[config.mk]
export PLATFORM = sky130hd
export DESIGN_NAME = sdr_cpu_arbiter
export DESIGN_NICKNAME = d
export VERILOG_FILES = /design/src/rtl/sdr_cpu_arbiter.sv
export SDC_FILE = /design/constraint.sdc
export NUM_CORES = 1
export LEC_CHECK = 0
export CAP_MARGIN = 30
export CORE_UTILIZATION = 25
export DETAILED_ROUTE_END_ITERATION = 12
export MAX_ROUTING_LAYER = met4
export PLACE_DENSITY_LB_ADDON = 0.08
export REMOVE_ABC_BUFFERS = 1
export SLEW_MARGIN = 20
export SYNTH_ARGS = -nofsm -noshare
export SYNTH_HDL_FRONTEND = slang
export SYNTH_SLANG_ARGS = --single-unit
[constraint.sdc]
create_clock -name clk -period 2.4 [get_ports clk]
set_input_delay 0.48 -clock clk [delete_from_list [all_inputs] [get_ports clk]]
set_output_delay 0.48 -clock clk [all_outputs]
set_load 0.05 [all_outputs]
[src/rtl/sdr_cpu_arbiter.sv]
// sdr_cpu_arbiter
// Two-client arbiter in front of the toggle-handshake SDRAM channel that
// serves 68000 ROM/work-RAM. Client 0 is the 68k bus and client 1 is the
// save-state dump/restore bus. One transaction is in flight downstream at a
// time. A watchdog force-completes a stalled transaction so DTACK never hangs.
module sdr_cpu_arbiter #(
    parameter int unsigned TIMEOUT    = 1023, // WAIT cycles before force-completion (2..65535)
    parameter int unsigned FIXED_PRIO = 0     // 0 = round-robin, 1 = client 0 wins ties
) (
    input  logic        clk,
    input  logic        reset,

    // client 0: 68000 bus
    input  logic [31:0] c0_addr,
    input  logic [15:0] c0_data,
    input  logic [1:0]  c0_be,
    input  logic        c0_rw,
    input  logic        c0_req,
    output logic        c0_ack,
    output logic [15:0] c0_q,

    // client 1: save-state bus
    input  logic [31:0] c1_addr,
    input  logic [15:0] c1_data,
    input  logic [1:0]  c1_be,
    input  logic        c1_rw,
    input  logic        c1_req,
    output logic        c1_ack,
    output logic [15:0] c1_q,

    // downstream SDRAM channel
    output logic [31:0] sdr_addr,
    output logic [15:0] sdr_data,
    output logic [1:0]  sdr_be,
    output logic        sdr_rw,
    output logic        sdr_req,
    input  logic        sdr_ack,
    input  logic [15:0] sdr_q,

    // status
    output logic        grant,
    output logic        busy,
    output logic        timeout_err
);

    typedef enum logic [1:0] {
        ST_IDLE,   // waiting for a pending client request
        ST_WAIT,   // transaction issued, waiting for sdr_ack
        ST_DRAIN   // watchdog fired; waiting for the late sdr_ack to arrive
    } state_t;

    // The watchdog value on the edge that expires it (the TIMEOUT-th WAIT edge).
    localparam logic [15:0] WD_LAST = 16'(TIMEOUT - 1);

    state_t      state;
    logic [15:0] watchdog;

    logic        pend0;
    logic        pend1;
    logic        sdr_done;
    logic        pick;

    logic [31:0] sel_addr;
    logic [15:0] sel_data;
    logic [1:0]  sel_be;
    logic        sel_rw;

    // A toggle handshake is pending while the two sides of it disagree.
    assign pend0    = (c0_req != c0_ack);
    assign pend1    = (c1_req != c1_ack);
    assign sdr_done = (sdr_ack == sdr_req);

    // Choose which client is served next when the FSM is idle.
    always_comb begin
        // NOTE: every always_comb output gets a default first so no path leaves it unassigned (no latch).
        pick = 1'b0;
        if (pend0 && pend1) begin
            // Round-robin favours whoever was not served last; grant resets to 1
            // so the 68k wins the very first contention.
            pick = (FIXED_PRIO != 0) ? 1'b0 : ~grant;
        end else if (pend1) begin
            pick = 1'b1;
        end
    end

    // Request fields of the selected client, captured only on the issuing edge.
    assign sel_addr = pick ? c1_addr : c0_addr;
    assign sel_data = pick ? c1_data : c0_data;
    assign sel_be   = pick ? c1_be   : c0_be;
    assign sel_rw   = pick ? c1_rw   : c0_rw;

    // Arbitration FSM with all outputs registered.
    always_ff @(posedge clk) begin
        // NOTE: sequential state uses non-blocking assignments so every register samples pre-edge values.
        if (reset) begin
            state       <= ST_IDLE;
            watchdog    <= '0;
            sdr_addr    <= '0;
            sdr_data    <= '0;
            sdr_be      <= '0;
            sdr_rw      <= 1'b1;
            // Equalise every toggle pair so nothing looks pending after reset;
            // an in-flight transaction is abandoned without a client ack.
            sdr_req     <= sdr_ack;
            c0_ack      <= c0_req;
            c1_ack      <= c1_req;
            c0_q        <= '0;
            c1_q        <= '0;
            grant       <= 1'b1;
            busy        <= 1'b0;
            timeout_err <= 1'b0;
        end else begin
            case (state)
                ST_IDLE: begin
                    if (pend0 || pend1) begin
                        sdr_addr <= sel_addr;
                        sdr_data <= sel_data;
                        sdr_be   <= sel_be;
                        sdr_rw   <= sel_rw;
                        sdr_req  <= ~sdr_req;
                        grant    <= pick;
                        watchdog <= '0;
                        busy     <= 1'b1;
                        state    <= ST_WAIT;
                    end
                end

                ST_WAIT: begin
                    watchdog <= watchdog + 16'd1;
                    // A real ack beats a watchdog expiry on the same edge.
                    if (sdr_done) begin
                        if (grant) begin
                            if (sdr_rw) begin
                                c1_q <= sdr_q;
                            end
                            c1_ack <= ~c1_ack;
                        end else begin
                            if (sdr_rw) begin
                                c0_q <= sdr_q;
                            end
                            c0_ack <= ~c0_ack;
                        end
                        busy  <= 1'b0;
                        state <= ST_IDLE;
                    end else if (watchdog == WD_LAST) begin
                        // Release the client with all-ones data; the downstream
                        // transaction is still outstanding, so drain it first.
                        if (grant) begin
                            c1_q   <= 16'hffff;
                            c1_ack <= ~c1_ack;
                        end else begin
                            c0_q   <= 16'hffff;
                            c0_ack <= ~c0_ack;
                        end
                        timeout_err <= 1'b1;
                        state       <= ST_DRAIN;
                    end
                end

                ST_DRAIN: begin
                    // No new issue until the channel's toggle pair is equal again.
                    if (sdr_done) begin
                        busy  <= 1'b0;
                        state <= ST_IDLE;
                    end
                end

                default: begin
                    busy  <= 1'b0;
                    state <= ST_IDLE;
                end
            endcase
        end
    end

endmodule

==> reports/qor.txt <==
GLOBAL ROUTE
-------------------------------------------------------------------------------------
Global-route total usage across every layer                                     0.157
Initial antenna violation count                                                     0
Vias in the first global route                                                   4607
Remaining Overflow, GRT                                                             0
Maximum number of pins on one net before global-route repair                       60
Wire length of the first global-routing pass                                  23.7 mm

PLACED DESIGN
-------------------------------------------------------------------------------------
PortBufs                                                                          211
HPWL after DPL                                                                10.7 mm
Post-place setup slack                                                     0.00913 ns
GP Congestion                                                                   0.770
Number of cells after detailed placement                                          933
Area after detailed placement                                               7310 um^2

FLOORPLAN
-------------------------------------------------------------------------------------
Die Wd                                                                         140 um
Effective utilization at floorplan                                              0.259
Num ports                                                                         212
Die ar.                                                                    19500 um^2
Core area                                                                  18300 um^2
Die Ht                                                                         140 um
Total number of placement rows                                                     49

TIMING
-------------------------------------------------------------------------------------
Final worst clock skew                                                     0.00794 ns
Share of the cycle needed by the critical path after routing                    0.937
Worst Setup Slack, final                                                     0.152 ns
Time the final worst path needs with I/O delays and setup                     2.25 ns
Actual transition at the worst max-transition pin                            0.564 ns
Total negative setup slack                                                       0 ns
RSZ-0062 raised after global routing                                               no
Hold Violations, Final                                                              0
Final count of pins violating max slew                                              0
Number of failing setup endpoints in the final timing report                        0
Peak Freq                                                                   0.445 GHz
Max-slew headroom at the worst pin                                              0.623

SETUP PATH
-------------------------------------------------------------------------------------
Family of cells with the greatest summed delay on the critical path      buffers and inverters
Kind of critical path                                                         reg2out
Arrival @ worst endpoint                                                      1.77 ns
Sort of element at the end of the critical path                           output port
Data required time at the worst endpoint                                      1.92 ns
WP depth                                                                            1
Worst reg2reg startpoint                                                  watchdog[1]
Worst-path cell chain                                                    clkdlybuf4s50_1
Capture point of the worst path                                                 grant
Crit Path Max Fanout                                                                6
Number of buffers and inverters on the critical path                                1
Worst Reg-to-Reg Cells                                                              6
Reg-to-Reg End                                                                 c1_ack
Critical path origin                                                            grant
Register-to-register setup slack                                              0.15 ns
Startpoint class of the critical path                                            flop
Slowest cell on the critical path                                        sky130_fd_sc_hd__clkdlybuf4s50_1
Delay of the slowest critical-path stage                                      0.89 ns

POWER AND IR DROP
-------------------------------------------------------------------------------------
Design internal power                                                         4230 uW
PnR Total Power                                                               7470 uW
Combinational share of power                                                    0.484
Net load switching power                                                      3240 uW
Worst IR drop on VDD                                                         0.479 mV
Switching power as a share of total power                                       0.434
Static leakage                                                             0.00272 uW
Power density over cell area                                              981 nW/um^2
Clk pwr share                                                                   0.202
Share of total power in sequential cells                                        0.314

CLOCK NETWORK
-------------------------------------------------------------------------------------
Clock root buffer                                                        sky130_fd_sc_hd__clkbuf_16
Max H-tree Level                                                                    3
Clock slew at reported path FFs                                               0.08 ns
CTS tree                                                                         done
Hold buffer count at CTS                                                            0
Cts bufs inserted                                                                   9
Maximum clock path buffer count                                                     2
Count of cells resized by post-cts repair                                           0
Insertion delay to the later sink of the worst-skew pair                      0.35 ns
Setup bufs post-CTS                                                                 0
Total number of clock tree sinks                                                  107

FINISH
-------------------------------------------------------------------------------------
Share of cells above drive strength 1                                           0.104
Post-Layout Inst Area                                                       7620 um^2
Diode insertion count for antenna repair                                            0
Post-layout net count                                                             844
Area growth syn-to-layout                                                       60.8%
Register area                                                               2170 um^2
Filler instances                                                                 1777
Final non-filler cell total                                                       950
Multi-input combinational cell area                                         2400 um^2

ROUTE
-------------------------------------------------------------------------------------
Count of routing violations after the opening detailed-route iteration            182
1st-pass router iterations                                                          4
Wire length reported by the detailed router                                   15.0 mm
Routed Antenna Nets                                                                 0
Number of DRC violations after detailed routing                                     0
Via count normalized by instance count                                           4.81
Vias after detailed routing                                                      4573
Routed len/inst                                                               15.8 um

YOSYS
-------------------------------------------------------------------------------------
Number of flops mapped to enable cells by yosys                                     3
Post-synthesis compound-gate area fraction                                      0.257
Post-synthesis adder-cell area fraction                                        0.0132
Number of warning messages in the yosys log                                         0
Netlist area before placement                                               4740 um^2
Share of the synthesized area in the top cell type                              0.440
Parity-gate share of the synthesized area counting xor and xnor cells          0.0129
Dominant combinational cell family by area after synthesis               compound AO/OA/AOI/OAI gates
Mux cell area share after synthesis                                             0.110
Count of different cell masters after synthesis                                    46
Synthesized area per cell                                                   9.34 um^2
Fraction of registers with async set/reset                                          0
Simple-gate area share of the yosys netlist                                     0.106
Cell types occupying the most area after synthesis                       sky130_fd_sc_hd__dfxtp_1 (44%), sky130_fd_sc_hd__mux2i_1 (11%), sky130_fd_sc_hd__a21oi_1 (7.1%), sky130_fd_sc_hd__o21ai_0 (6.0%), sky130_fd_sc_hd__a221oi_2 (6.0%)
Flops & latches, synth                                                            107
Most instantiated flip-flop cell in the synthesis netlist                sky130_fd_sc_hd__dfxtp_1
Number of instances in the synthesized netlist                                    507
Leading area contributor after synthesis                                 sky130_fd_sc_hd__dfxtp_1
Sequential element share of the synthesized area                                0.459

WORST HOLD PATH
-------------------------------------------------------------------------------------
Min-Delay Path Class                                                           in2reg

JOB
-------------------------------------------------------------------------------------
Maximum capacitance violations                                                      0

OUTCOME
-------------------------------------------------------------------------------------
Status                                                                   finished, final reports clean

-- synthesized netlist by cell type, drive strengths merged (6+ instances only) --
cell	instances
nor2	60
nand2	13
mux2i	52
inv	11
clkbuf	30
o21ai	62
a221oi	31
dfxtp	104
or3	7
nand3	6
a21oi	67
buf	9
-- power groups by stage --
stage          registers [uW]  logic [uW]  clock network, uW
5_1_grt                  2400        3840               1620
3_5_place_dp             2380        3620                  0
3_3_place_gp             2370        3610                  0
4_1_cts                  2350        3630               1570
2_1_floorplan            3560        1080                  0
6_report                 2350        3610               1510
-- logic make-up (layout without fill, tap and decap cells) --
group,count (synthesis),after routing
multiplexers,52,52
buffers and inverters,50,264
AO/OA/AOI/OAI,182,182
AND/OR/NAND/NOR,104,104
XOR/XNOR,7,7
adder cells (fa/ha/maj),5,5
flip-flops,107,107
-- layout make-up --
type	instances	share of cell area
inverters	11	0.00542
well taps	229	0.0376
repair buffers	237	0.318
flip-flops and latches	107	0.285
multi-input cells	350	0.315
clock buffers	9	0.0296
clock inverters	7	0.00871
-- flip-flops by register name, indices dropped and copies added, names as in the netlist --
| name | count |
|---|---|
| c0_q | 16 |
| sdr_req | 1 |
| state | 2 |
| busy | 1 |
| grant | 1 |
| c1_ack | 1 |
| watchdog | 16 |
| sdr_rw | 1 |
| sdr_addr | 32 |
| timeout_err | 1 |
| sdr_be | 2 |
| c1_q | 16 |
| sdr_data | 16 |
| c0_ack | 1 |
-- worst min path at each step --
stage                       startpoint            to  cells past startpoint
after detailed placement   timeout_err   timeout_err                      2
after global routing             reset        c1_ack                      3
after CTS                        reset        c1_ack                      3
final                            reset        c1_ack                      3
after floorplan           watchdog[15]  watchdog[15]                      2
after global placement     timeout_err   timeout_err                      2
-- metal layers --
metal	vias to the layer above	GRT usage	wire length, um
met5	-	-	0
met4	0	0.0422	173
met3	14	0.0609	1370
met2	174	0.252	6820
met1	2101	0.183	6630
li1	2284	-	-
-- layout by cell type, fill, tap and decap left out, drive strengths merged --
master	Yosys	final
mux2i	52	52
or4b	2	2
nand4	5	5
clkinv	0	2
xor2	2	2
or3	7	7
nor2	60	60
o2111ai	1	1
dfxtp	104	104
nand2b	1	1
a21boi	1	1
a32oi	3	3
a21oi	67	67
xnor2	5	5
buf	9	27
a31oi	2	2
or4	5	5
inv	11	16
o41ai	1	1
nor3	3	3
and4	1	1
clkdlybuf4s50	0	210
nand2	13	13
a221oi	31	31
nor4	1	1
edfxtp	3	3
a21o	1	1
a31o	2	2
a211oi	1	1
a311o	1	1
a2bb2oi	1	1
o31ai	5	5
o21ai	62	62
a311oi	1	1
nand3	6	6
ha	5	5
clkbuf	30	9
a221o	1	1
a21bo	1	1
-- metrics by stage --
| step | utilization | hold slack [ns] |
|---|---|---|
| 2_1_floorplan | - | 0.446 |
| 3_3_place_gp | 0.400 | 0.461 |
| 3_5_place_dp | 0.400 | 0.470 |
| 4_1_cts | 0.416 | 0.449 |
| 5_1_grt | 0.417 | 0.492 |
| 6_report | 0.417 | 0.454 |
Power figures use the tool's default switching activity.
